==> src/rtl/msrv32_pkg.sv <==
// Shared types and constants for the msrv32 program-counter slice.
// Holds the PC-unit FSM state encoding, the default boot vector and the
// next-PC source encoding used by the select logic.
package msrv32_pkg;

    // Default first fetch address after reset.
    localparam logic [31:0] BootAddressDefault = 32'h0000_0000;

    // PC-unit control states.
    typedef enum logic [1:0] {
        StBoot  = 2'd0,
        StRun   = 2'd1,
        StFlush = 2'd2
    } pc_state_e;

    // Next-PC source, ordered from highest to lowest priority.
    typedef enum logic [1:0] {
        SrcTrap   = 2'd0,
        SrcMret   = 2'd1,
        SrcBranch = 2'd2,
        SrcSeq    = 2'd3
    } pc_src_e;

    // Any non-sequential source changes the instruction stream.
    function automatic logic is_redirect(pc_src_e src);
        return src != SrcSeq;
    endfunction

endpackage

==> src/rtl/msrv32_pc_unit_if.sv <==
// Bus bundle between the core control units and the PC unit.
// The master side drives redirect requests and fetch-bus ready; the slave
// side (the PC unit) returns the PC, link value, fetch address and flags.
interface msrv32_pc_unit_if;

    logic        ahb_ready_in;
    logic        branch_taken_in;
    logic [31:0] iadder_in;
    logic        trap_taken_in;
    logic [31:0] trap_address_in;
    logic        mret_in;
    logic [31:0] epc_in;

    logic [31:0] pc_out;
    logic [31:0] pc_plus_4_out;
    logic [31:0] i_addr_out;
    logic        misaligned_instr_out;
    logic        flush_out;

    modport master (
        output ahb_ready_in,
        output branch_taken_in,
        output iadder_in,
        output trap_taken_in,
        output trap_address_in,
        output mret_in,
        output epc_in,
        input  pc_out,
        input  pc_plus_4_out,
        input  i_addr_out,
        input  misaligned_instr_out,
        input  flush_out
    );

    modport slave (
        input  ahb_ready_in,
        input  branch_taken_in,
        input  iadder_in,
        input  trap_taken_in,
        input  trap_address_in,
        input  mret_in,
        input  epc_in,
        output pc_out,
        output pc_plus_4_out,
        output i_addr_out,
        output misaligned_instr_out,
        output flush_out
    );

endinterface

==> src/rtl/msrv32_next_pc_mux.sv <==
// Combinational next-PC priority select with misaligned-target detection.
// Priority: trap, mret, aligned taken branch, sequential.
// Optional macro MSRV32_COMPRESSED_EN relaxes targets to 2-byte alignment
// and disables misaligned detection.
module msrv32_next_pc_mux
    import msrv32_pkg::*;
(
    input  logic [31:0] pc_in,
    input  logic [31:0] pc_plus_4_in,
    input  logic        branch_taken_in,
    input  logic [31:0] iadder_in,
    input  logic        trap_taken_in,
    input  logic [31:0] trap_address_in,
    input  logic        mret_in,
    input  logic [31:0] epc_in,
    output pc_src_e     src_out,
    output logic [31:0] next_pc_out,
    output logic        misaligned_out
);

    logic [31:0] branch_target;
    logic        target_misaligned;
    logic        unused_iadder_b0;

    // Bit 0 is always cleared on jump targets (JALR rule).
    assign branch_target    = {iadder_in[31:1], 1'b0};
    assign unused_iadder_b0 = iadder_in[0];

`ifdef MSRV32_COMPRESSED_EN
    assign target_misaligned = 1'b0;
`else
    assign target_misaligned = iadder_in[1];
`endif

    // Priority select; a misaligned branch holds the PC for the trap unit.
    always_comb begin
        src_out        = SrcSeq;
        next_pc_out    = pc_plus_4_in;
        misaligned_out = 1'b0;
        if (trap_taken_in) begin
            src_out     = SrcTrap;
            next_pc_out = trap_address_in;
        end else if (mret_in) begin
            src_out     = SrcMret;
            next_pc_out = epc_in;
        end else if (branch_taken_in) begin
            if (target_misaligned) begin
                misaligned_out = 1'b1;
                next_pc_out    = pc_in;
            end else begin
                src_out     = SrcBranch;
                next_pc_out = branch_target;
            end
        end
    end

endmodule

==> src/rtl/msrv32_pc_unit.sv <==
// Program-counter unit: owns the architectural PC, selects the next fetch
// address, flags misaligned jump/branch targets and raises a one-cycle
// fetch flush after every redirect. Fetch-bus stalls freeze all state.
// Optional macro MSRV32_COMPRESSED_EN enables 2-byte target alignment.
module msrv32_pc_unit
    import msrv32_pkg::*;
#(
    parameter logic [31:0] BOOT_ADDRESS = BootAddressDefault
) (
    input  logic ms_riscv32_mp_clk_in,
    input  logic ms_riscv32_mp_rst_in,
    msrv32_pc_unit_if.slave bus
);

    pc_state_e   state_q, state_d;
    logic [31:0] pc_q, pc_d;
    logic        misaligned_q, misaligned_d;

    logic [31:0] pc_plus_4;
    logic [31:0] mux_next_pc;
    logic        mux_misaligned;
    pc_src_e     mux_src;
    logic [31:0] i_addr;

    // Modulo-2^32 increment; wrap from 32'hFFFF_FFFC to 0 is intended.
    assign pc_plus_4 = pc_q + 32'd4;

    msrv32_next_pc_mux u_next_pc_mux (
        .pc_in           (pc_q),
        .pc_plus_4_in    (pc_plus_4),
        .branch_taken_in (bus.branch_taken_in),
        .iadder_in       (bus.iadder_in),
        .trap_taken_in   (bus.trap_taken_in),
        .trap_address_in (bus.trap_address_in),
        .mret_in         (bus.mret_in),
        .epc_in          (bus.epc_in),
        .src_out         (mux_src),
        .next_pc_out     (mux_next_pc),
        .misaligned_out  (mux_misaligned)
    );

    // Next-state, next-PC and fetch address; applied only on accepted cycles.
    always_comb begin
        state_d      = state_q;
        pc_d         = pc_q;
        misaligned_d = misaligned_q;
        i_addr       = mux_next_pc;
        unique case (state_q)
            StBoot: begin
                i_addr       = BOOT_ADDRESS;
                pc_d         = BOOT_ADDRESS;
                misaligned_d = 1'b0;
                state_d      = StRun;
            end
            StRun, StFlush: begin
                pc_d         = mux_next_pc;
                misaligned_d = mux_misaligned;
                state_d      = is_redirect(mux_src) ? StFlush : StRun;
            end
            default: begin
                state_d = StBoot;
            end
        endcase
    end

    // State registers; reset beats stall, stall freezes everything else.
    always_ff @(posedge ms_riscv32_mp_clk_in) begin
        if (ms_riscv32_mp_rst_in) begin
            state_q      <= StBoot;
            pc_q         <= BOOT_ADDRESS - 32'd4;
            misaligned_q <= 1'b0;
        end else if (bus.ahb_ready_in) begin
            state_q      <= state_d;
            pc_q         <= pc_d;
            misaligned_q <= misaligned_d;
        end
    end

    assign bus.pc_out               = pc_q;
    assign bus.pc_plus_4_out        = pc_plus_4;
    assign bus.i_addr_out           = i_addr;
    assign bus.misaligned_instr_out = misaligned_q;
    assign bus.flush_out            = (state_q == StFlush);

endmodule

==> src/flat_wrapper.sv <==
// flat-port wrapper written by rule: the top's interface ports become plain ports
module msrv32_pc_unit_flat import msrv32_pkg::*;
#(
    parameter logic [31:0] BOOT_ADDRESS = BootAddressDefault
)
  (ms_riscv32_mp_clk_in, ms_riscv32_mp_rst_in, bus_ahb_ready_in, bus_branch_taken_in, bus_iadder_in, bus_trap_taken_in, bus_trap_address_in, bus_mret_in, bus_epc_in, bus_pc_out, bus_pc_plus_4_out, bus_i_addr_out, bus_misaligned_instr_out, bus_flush_out);
  msrv32_pc_unit_if bus_i ();
  input  logic ms_riscv32_mp_clk_in;
  input  logic ms_riscv32_mp_rst_in;
  input wire logic [$bits(bus_i.ahb_ready_in)-1:0] bus_ahb_ready_in;
  input wire logic [$bits(bus_i.branch_taken_in)-1:0] bus_branch_taken_in;
  input wire logic [$bits(bus_i.iadder_in)-1:0] bus_iadder_in;
  input wire logic [$bits(bus_i.trap_taken_in)-1:0] bus_trap_taken_in;
  input wire logic [$bits(bus_i.trap_address_in)-1:0] bus_trap_address_in;
  input wire logic [$bits(bus_i.mret_in)-1:0] bus_mret_in;
  input wire logic [$bits(bus_i.epc_in)-1:0] bus_epc_in;
  output wire logic [$bits(bus_i.pc_out)-1:0] bus_pc_out;
  output wire logic [$bits(bus_i.pc_plus_4_out)-1:0] bus_pc_plus_4_out;
  output wire logic [$bits(bus_i.i_addr_out)-1:0] bus_i_addr_out;
  output wire logic [$bits(bus_i.misaligned_instr_out)-1:0] bus_misaligned_instr_out;
  output wire logic [$bits(bus_i.flush_out)-1:0] bus_flush_out;
  assign bus_i.ahb_ready_in = bus_ahb_ready_in;
  assign bus_i.branch_taken_in = bus_branch_taken_in;
  assign bus_i.iadder_in = bus_iadder_in;
  assign bus_i.trap_taken_in = bus_trap_taken_in;
  assign bus_i.trap_address_in = bus_trap_address_in;
  assign bus_i.mret_in = bus_mret_in;
  assign bus_i.epc_in = bus_epc_in;
  assign bus_pc_out = bus_i.pc_out;
  assign bus_pc_plus_4_out = bus_i.pc_plus_4_out;
  assign bus_i_addr_out = bus_i.i_addr_out;
  assign bus_misaligned_instr_out = bus_i.misaligned_instr_out;
  assign bus_flush_out = bus_i.flush_out;
  msrv32_pc_unit #(.BOOT_ADDRESS(BOOT_ADDRESS)) u_core (.ms_riscv32_mp_clk_in(ms_riscv32_mp_clk_in), .ms_riscv32_mp_rst_in(ms_riscv32_mp_rst_in), .bus(bus_i));
endmodule
==> config.mk <==
export PLATFORM = sky130hd
export DESIGN_NAME = msrv32_pc_unit_flat
export DESIGN_NICKNAME = d
export VERILOG_FILES = /design/src/rtl/msrv32_pkg.sv /design/src/rtl/msrv32_pc_unit_if.sv /design/src/rtl/msrv32_next_pc_mux.sv /design/src/rtl/msrv32_pc_unit.sv /design/src/flat_wrapper.sv
export SDC_FILE = /design/constraint.sdc
export NUM_CORES = 1
export LEC_CHECK = 0
export BUFFER_PORTS_ARGS = -buffer_cell sky130_fd_sc_hd__buf_2
export CORE_UTILIZATION = 42
export CTS_CLUSTER_SIZE = 12
export DETAILED_ROUTE_END_ITERATION = 8
export GPL_TIMING_DRIVEN = 0
export PLACE_DENSITY = 0.78
export SYNTH_ARGS = -nofsm -noshare
export SYNTH_HDL_FRONTEND = slang
export SYNTH_SLANG_ARGS = --single-unit
==> constraint.sdc <==
create_clock -name ms_riscv32_mp_clk_in -period 2.6 [get_ports ms_riscv32_mp_clk_in]
set_input_delay 0.52 -clock ms_riscv32_mp_clk_in [delete_from_list [all_inputs] [get_ports ms_riscv32_mp_clk_in]]
set_output_delay 0.52 -clock ms_riscv32_mp_clk_in [all_outputs]
set_load 0.05 [all_outputs]
==> After elaboration in Yosys (flattened, before gate mapping) <==
Cells that the tools add are included.
{ "totals": {"inputBits": 102, "output_inout_bits": 98, "regBits": 35, "word_cells": 28} }
{ "op_classes": {"reduce_logical": 4, "mux": 17, "n_eq_ne": 3, "add_sub_neg": 1} }
{ "ops": {"columns": ["op", "count"], "rows": [
  ["$mux 32", 5],
  ["$pmux 32 s2", 1],
  ["$add 32x3->32 const B", 1],
  ["$mux 1", 6],
  ["$mux 2", 3],
  ["$pmux 2 s2", 1],
  ["$eq 2x1->1 const B", 1],
  ["$eq 2x2->1 const B", 1],
  ["$logic_not 2->1", 1],
  ["$ne 2x2->1 const B", 1],
  ["$pmux 1 s2", 1],
  ["$reduce_and 2->1", 1],
  ["$reduce_bool 2->1", 1],
  ["$reduce_or 2->1", 1]
]} }

==> Depth between registers and ports, before layout <==
{ "logic_depth": {"depth_word": 7, "depth_mapped": 9, "ltp_nobuf": 6} }

==> Hierarchy <==
Synthesis repeated with hierarchy kept, for this count alone.
{ "hier_totals": {"hier_cells": 462, "area_unflattened_um2": 3558.4} }
{ "modules_own_cells": {"columns": ["mod", "cells_each", "instances", "area_each_um2", "seq_area_each_um2"], "rows": [
  ["msrv32_pc_unit", 245, 1, 2124.5, 700.7],
  ["msrv32_next_pc_mux", 217, 1, 1433.9, 0.0]
]} }

==> Least setup slack after synthesis <==
No wires, ideal clock.
{ "synth_path": {"path_kind": "register to output", "start": "reg u_core.pc_q[3] (netlist: u_core.bus.pc_out[3])", "end": "out bus_i_addr_out[10]", "path_buffers": 1, "t_required_ns": 2.080, "path_slack_ns": -1.859, "t_arrival_ns": 3.939, "stages_incl_launch_ff": 8, "path_cell_list": "dfxtp_1 > ha_1 > clkbuf_1 > inv_1 > or3_1 > xnor2_1 > a21oi_1 > nor3_1"} }
{ "synth_via": {"elab_chain_cells": 5} }
{ "synth_lines": {"columns": ["element", "line", "text"], "rows": [
  ["start, declared", "msrv32_pc_unit.sv:16", "logic [31:0] pc_q, pc_d;"],
  ["start signal, assigned", "msrv32_pc_unit.sv:70", "pc_q <= BOOT_ADDRESS - 32'd4;"],
  ["start signal, assigned", "msrv32_pc_unit.sv:74", "pc_q <= pc_d;"],
  ["$add 32x3->32", "msrv32_pc_unit.sv:26", "assign pc_plus_4 = pc_q + 32'd4;"],
  ["via bus_pc_plus_4_out[10]", "flat_wrapper.sv:18", "output wire logic [$bits(bus_i.pc_plus_4_out)-1:0] bus_pc_plus_4_out;"],
  ["$mux 32", "msrv32_next_pc_mux.sv:46", "end else if (branch_taken_in) begin"],
  ["$mux 32", "msrv32_next_pc_mux.sv:43", "end else if (mret_in) begin"],
  ["$mux 32", "msrv32_next_pc_mux.sv:40", "if (trap_taken_in) begin"],
  ["$mux 32", "msrv32_pc_unit.sv:48", "unique case (state_q)"],
  ["end, declared", "flat_wrapper.sv:19", "output wire logic [$bits(bus_i.i_addr_out)-1:0] bus_i_addr_out;"]
]} }
The timed path passes the listed nets, and every way through them passes these cells.

==> Final worst setup path <==
{ "layout_path": {"start": "reg u_core.pc_q[13] (netlist: u_core.bus.pc_out[13])", "end": "out bus_i_addr_out[24]"} }
{ "layout_via": {"elab_chain_cells": 5} }
{ "layout_lines": {"columns": ["element", "line"], "rows": [
  ["$add 32x3->32", "msrv32_pc_unit.sv:26"],
  ["$mux 32", "msrv32_next_pc_mux.sv:46"],
  ["$mux 32", "msrv32_next_pc_mux.sv:43"],
  ["$mux 32", "msrv32_next_pc_mux.sv:40"],
  ["$mux 32", "msrv32_pc_unit.sv:48"]
]} }
Every way passes these cells.

==> flow_summary_export.csv <==
group,metric,value,unit
run_status,status,"finished with violations",
run_status,violations,"setup timing",
floorplan,core,8720,um^2
cts,clkTransAtPathRegs,0.09,ns
drt,routed_wl,19.5,mm
sta,grt_setup_unrepaired,"true",
synth,yosys.area_share.simple,27.3,%
place,hpwl,13.8,mm
cts,cts_tree,"yes",
synth,synth_cells,543,
sta,fin_crit,3.09,ns
final_layout,final_nets,873,
worst_setup_path,cp.arrival,2.57,ns
global_routing,grt_max_degree,13,
sta,fin_skew,0.00726,ns
sta,min_period_over_period,119,%
floorplan,rows,34,
drt,post_drt_wl_per_cell,22.3,um
power_and_ir_drop,pwr-share-clk,14.4,%
synth,syn_avg_cell_area,6.97,um^2
drt,vias,5701,
drt,drc,0,
floorplan,die_x,97.0,um
worst_hold_path,min_path_type,"reg2reg",
worst_setup_path,critPathLaunchType,"register",
sta,fin_ws,-0.491,ns
cts,cts-root-buf,"clkbuf_8",
drt,firstDrtPassIters,5,
synth,synth_edf_count,0,
final_layout,antennaDiodeCount,0,
final_layout,design_area,6650,um^2
synth,synth_compound_area_share,33.3,%
global_routing,antenna_found_initial,0,
sta,setup_viol,39,
synth,yosys-mux-area-fraction,6.77,%
synth,syn_area,3790,um^2
drt,drtIter0Drc,696,
power_and_ir_drop,internal_power,0.00143,W
synth,synth_top_family_by_area,"compound AO/OA/AOI/OAI gates",
sta,fmax,324,MHz
synth,synth_fa_ha_area_share,1.32,%
place,dpl.cell_count,846,
floorplan,dieHeight,97.0,um
final_layout,fin_cells,876,
place,globalplace.congestion,0.969,
run,max-cap-violations,0,
final_layout,syn_to_final_growth,75.7,%
synth,yosysSeqAreaShare,18.5,%
cts,clkSinkCount,35,
floorplan,initial_core_util,43.4,%
worst_setup_path,crit_fanout,5,
synth,synthArstFlopShare,0,%
global_routing,first_global_vias,5499,
worst_setup_path,required,2.08,ns
sta,slew_headroom,49.9,%
power_and_ir_drop,p_switching,0.00162,W
worst_setup_path,crit_path_end_kind,"primary output",
power_and_ir_drop,swShare,53.2,%
synth,synth-xor-area-share,4.39,%
cts,h-tree-depth,2,
drt,drtAntennaViolNets,0,
synth,synth_cell_type_count,66,
floorplan,io_pins,200,
synth,syn-num-nets,649,
power_and_ir_drop,power_frac_comb,62.6,%
worst_setup_path,crit_type,"reg2out",
cts,numCtsBuffers,5,
cts,clkLatencyLatePin,0.30,ns
synth,synth_ff_type,"dfxtp_1",
synth,yosys_register_bits,35,
floorplan,dieArea,9400,um^2
power_and_ir_drop,power_frac_seq,23.1,%
power_and_ir_drop,power.density,459,nW/um^2
drt,routed_via_density,6.51,
power_and_ir_drop,p_leak,2.81,nW
final_layout,drive_above_1_share,54.6,%
sta,final_max_slew_viol_count,0,
cts,clk_path_buf_depth,2,
sta,hold_violations,0,
cts,postCtsHoldBufs,0,
sta,tightest_slew,0.752,ns
global_routing,grt-ovfl-total,0,
place,port-buffer-count,195,
synth,ys_warn_count,0,
place,dp_slack,-0.767,ns
global_routing,grt_pass1_wl,29.4,mm
power_and_ir_drop,ir_drop,0.273,mV
global_routing,grtUsageTotal,39.7,%
place,dpl_cell_area,5640,um^2
==> Yosys cell counts (all sizes together) (6+ instances only) <==
cell type | count | area [um^2]
o31ai | 14 | 110
a221oi | 7 | 61.3
a31oi | 13 | 81.3
a211oi | 6 | 45.0
clkbuf | 46 | 173
nor4 | 8 | 56.3
o311ai | 7 | 61.3
a221o | 8 | 80.1
inv | 18 | 67.6
nor3 | 20 | 110
a21oi | 56 | 280
or2 | 10 | 62.6
o21ai | 31 | 155
nand2b | 16 | 100
o22ai | 8 | 50.1
nor2 | 35 | 131
a21boi | 6 | 45.0
and2 | 9 | 56.3
buf | 13 | 77.6
nand4 | 9 | 62.6
mux2i | 20 | 200
dfxtp | 35 | 701
nand3 | 14 | 70.1
nand2 | 41 | 154
xnor2 | 14 | 123
==> worst max-delay path, cell delays in order (launching register included) <==
cell	delay [ns]
dfxtp_4	0.37
nand4_4	0.11
or4_4	0.58
buf_4	0.17
buf_6	0.12
o31a_1	0.28
a211oi_2	0.27
and2_4	0.21
buf_8	0.14
==> power by group through the flow <==
stage	registers (W)	logic, W	clock network, W
6_report	0.000704	0.00191	0.000439
5_1_grt	0.000709	0.00198	0.000458
4_1_cts	0.000688	0.00183	0.000439
3_5_place_dp	0.000689	0.00165	0
3_3_place_gp	0.000686	0.00164	0
2_1_floorplan	0.000836	0.00108	0
==> layer usage <==
layer	global-route usage (%)	wire length (um)	up-vias
li1	-	-	2485
met1	50.9	7280	2627
met2	63.4	8940	507
met3	8.89	2440	82
met4	18.4	836	0
met5	0	0	-
==> through the flow <==
stage / hold WS, ns / setup TNS [ns] / util [%] / total power (W)
floorplan: 0.488 / -4.81 / - / 0.00192
global placement: 0.504 / -20.10 / 64.7 / 0.00232
detailed placement: 0.522 / -20.34 / 64.7 / 0.00234
CTS: 0.555 / -9.66 / 74.4 / 0.00296
global route: 0.581 / -12.59 / 76.3 / 0.00315
finish: 0.556 / -9.84 / 76.3 / 0.00305
==> registers in the layout (all words and copies together), names as in the netlist <==
signal and count:
u_core.state_q 2, u_core.bus.misaligned_instr_out 1, u_core.bus.pc_out 32
==> cell type report <==
class	count	area, um^2
buffer	45	324
clock buffer	5	68.8
clock inverter	3	20.0
fill	636	2070
inverter	18	73.8
multi-input combinational	431	3710
sequential	35	762
tap	108	135
timing repair buffer	231	1560
==> cells in the final DEF, fill, tap and decap left out, types with 5 or more instances in the layout <==
cell and count:
a21boi_0 6, a21oi_1 49, a21oi_4 6, a221o_1 8, a221oi_1 5, a31oi_1 10, and2_1 6, buf_2 153
buf_4 40, buf_6 36, buf_8 8, clkbuf_1 11, clkbuf_2 7, clkbuf_4 13, clkbuf_8 10, dfxtp_1 10
dfxtp_2 13, dfxtp_4 12, inv_1 14, mux2_2 5, mux2i_1 19, nand2_1 34, nand2b_1 15, nand3_1 14
nand4_1 8, nor2_1 27, nor2_2 5, nor3_4 17, nor4_4 6, o21ai_0 25, o21ai_1 6, o22ai_1 8
o311ai_1 5, o31ai_1 9, or2_2 5, or2_4 5, xnor2_1 5, xnor2_4 5
==> cell families (layout without fill, tap and decap cells) <==
logic type | after synthesis | after routing
DFF | 35 | 35
AOI/OAI and AO/OA | 190 | 190
muxes | 25 | 25
adders and majority gates | 4 | 4
buffers and inverters | 77 | 302
and+or+nand+nor | 193 | 193
xor gates and xnor gates | 19 | 19
==> path summary, 6_finish.rpt <==
| path | slack [ns] | startpoint | depth (start not counted) | to |
|---|---|---|---|---|
| worst max-delay path | -0.49 | u_core.bus.pc_out[13]$_SDFFE_PP1P_ | 8 | bus_i_addr_out[24] |
| worst min-delay path | 0.56 | u_core.bus.pc_out[1]$_SDFFE_PP0P_ | 2 | u_core.bus.pc_out[1]$_SDFFE_PP0P_ |
| worst min register to register | 0.56 | u_core.bus.pc_out[1]$_SDFFE_PP0P_ | 2 | u_core.bus.pc_out[1]$_SDFFE_PP0P_ |
| worst max register to register | 0.18 | u_core.state_q[1]$_SDFFE_PP0P_ | 7 | u_core.bus.pc_out[14]$_SDFFE_PP1P_ |
==> timing repair <==
item / CTS / global route
cloned: 2 / 0
buffers inserted: 30 / 5
pin swaps: 31 / 19
hold endpoints to repair: 0 / 0
gates resized for setup: 168 / 58
setup endpoints to repair: 51 / 49
Note: power is estimated with default switching activity, not from simulation.
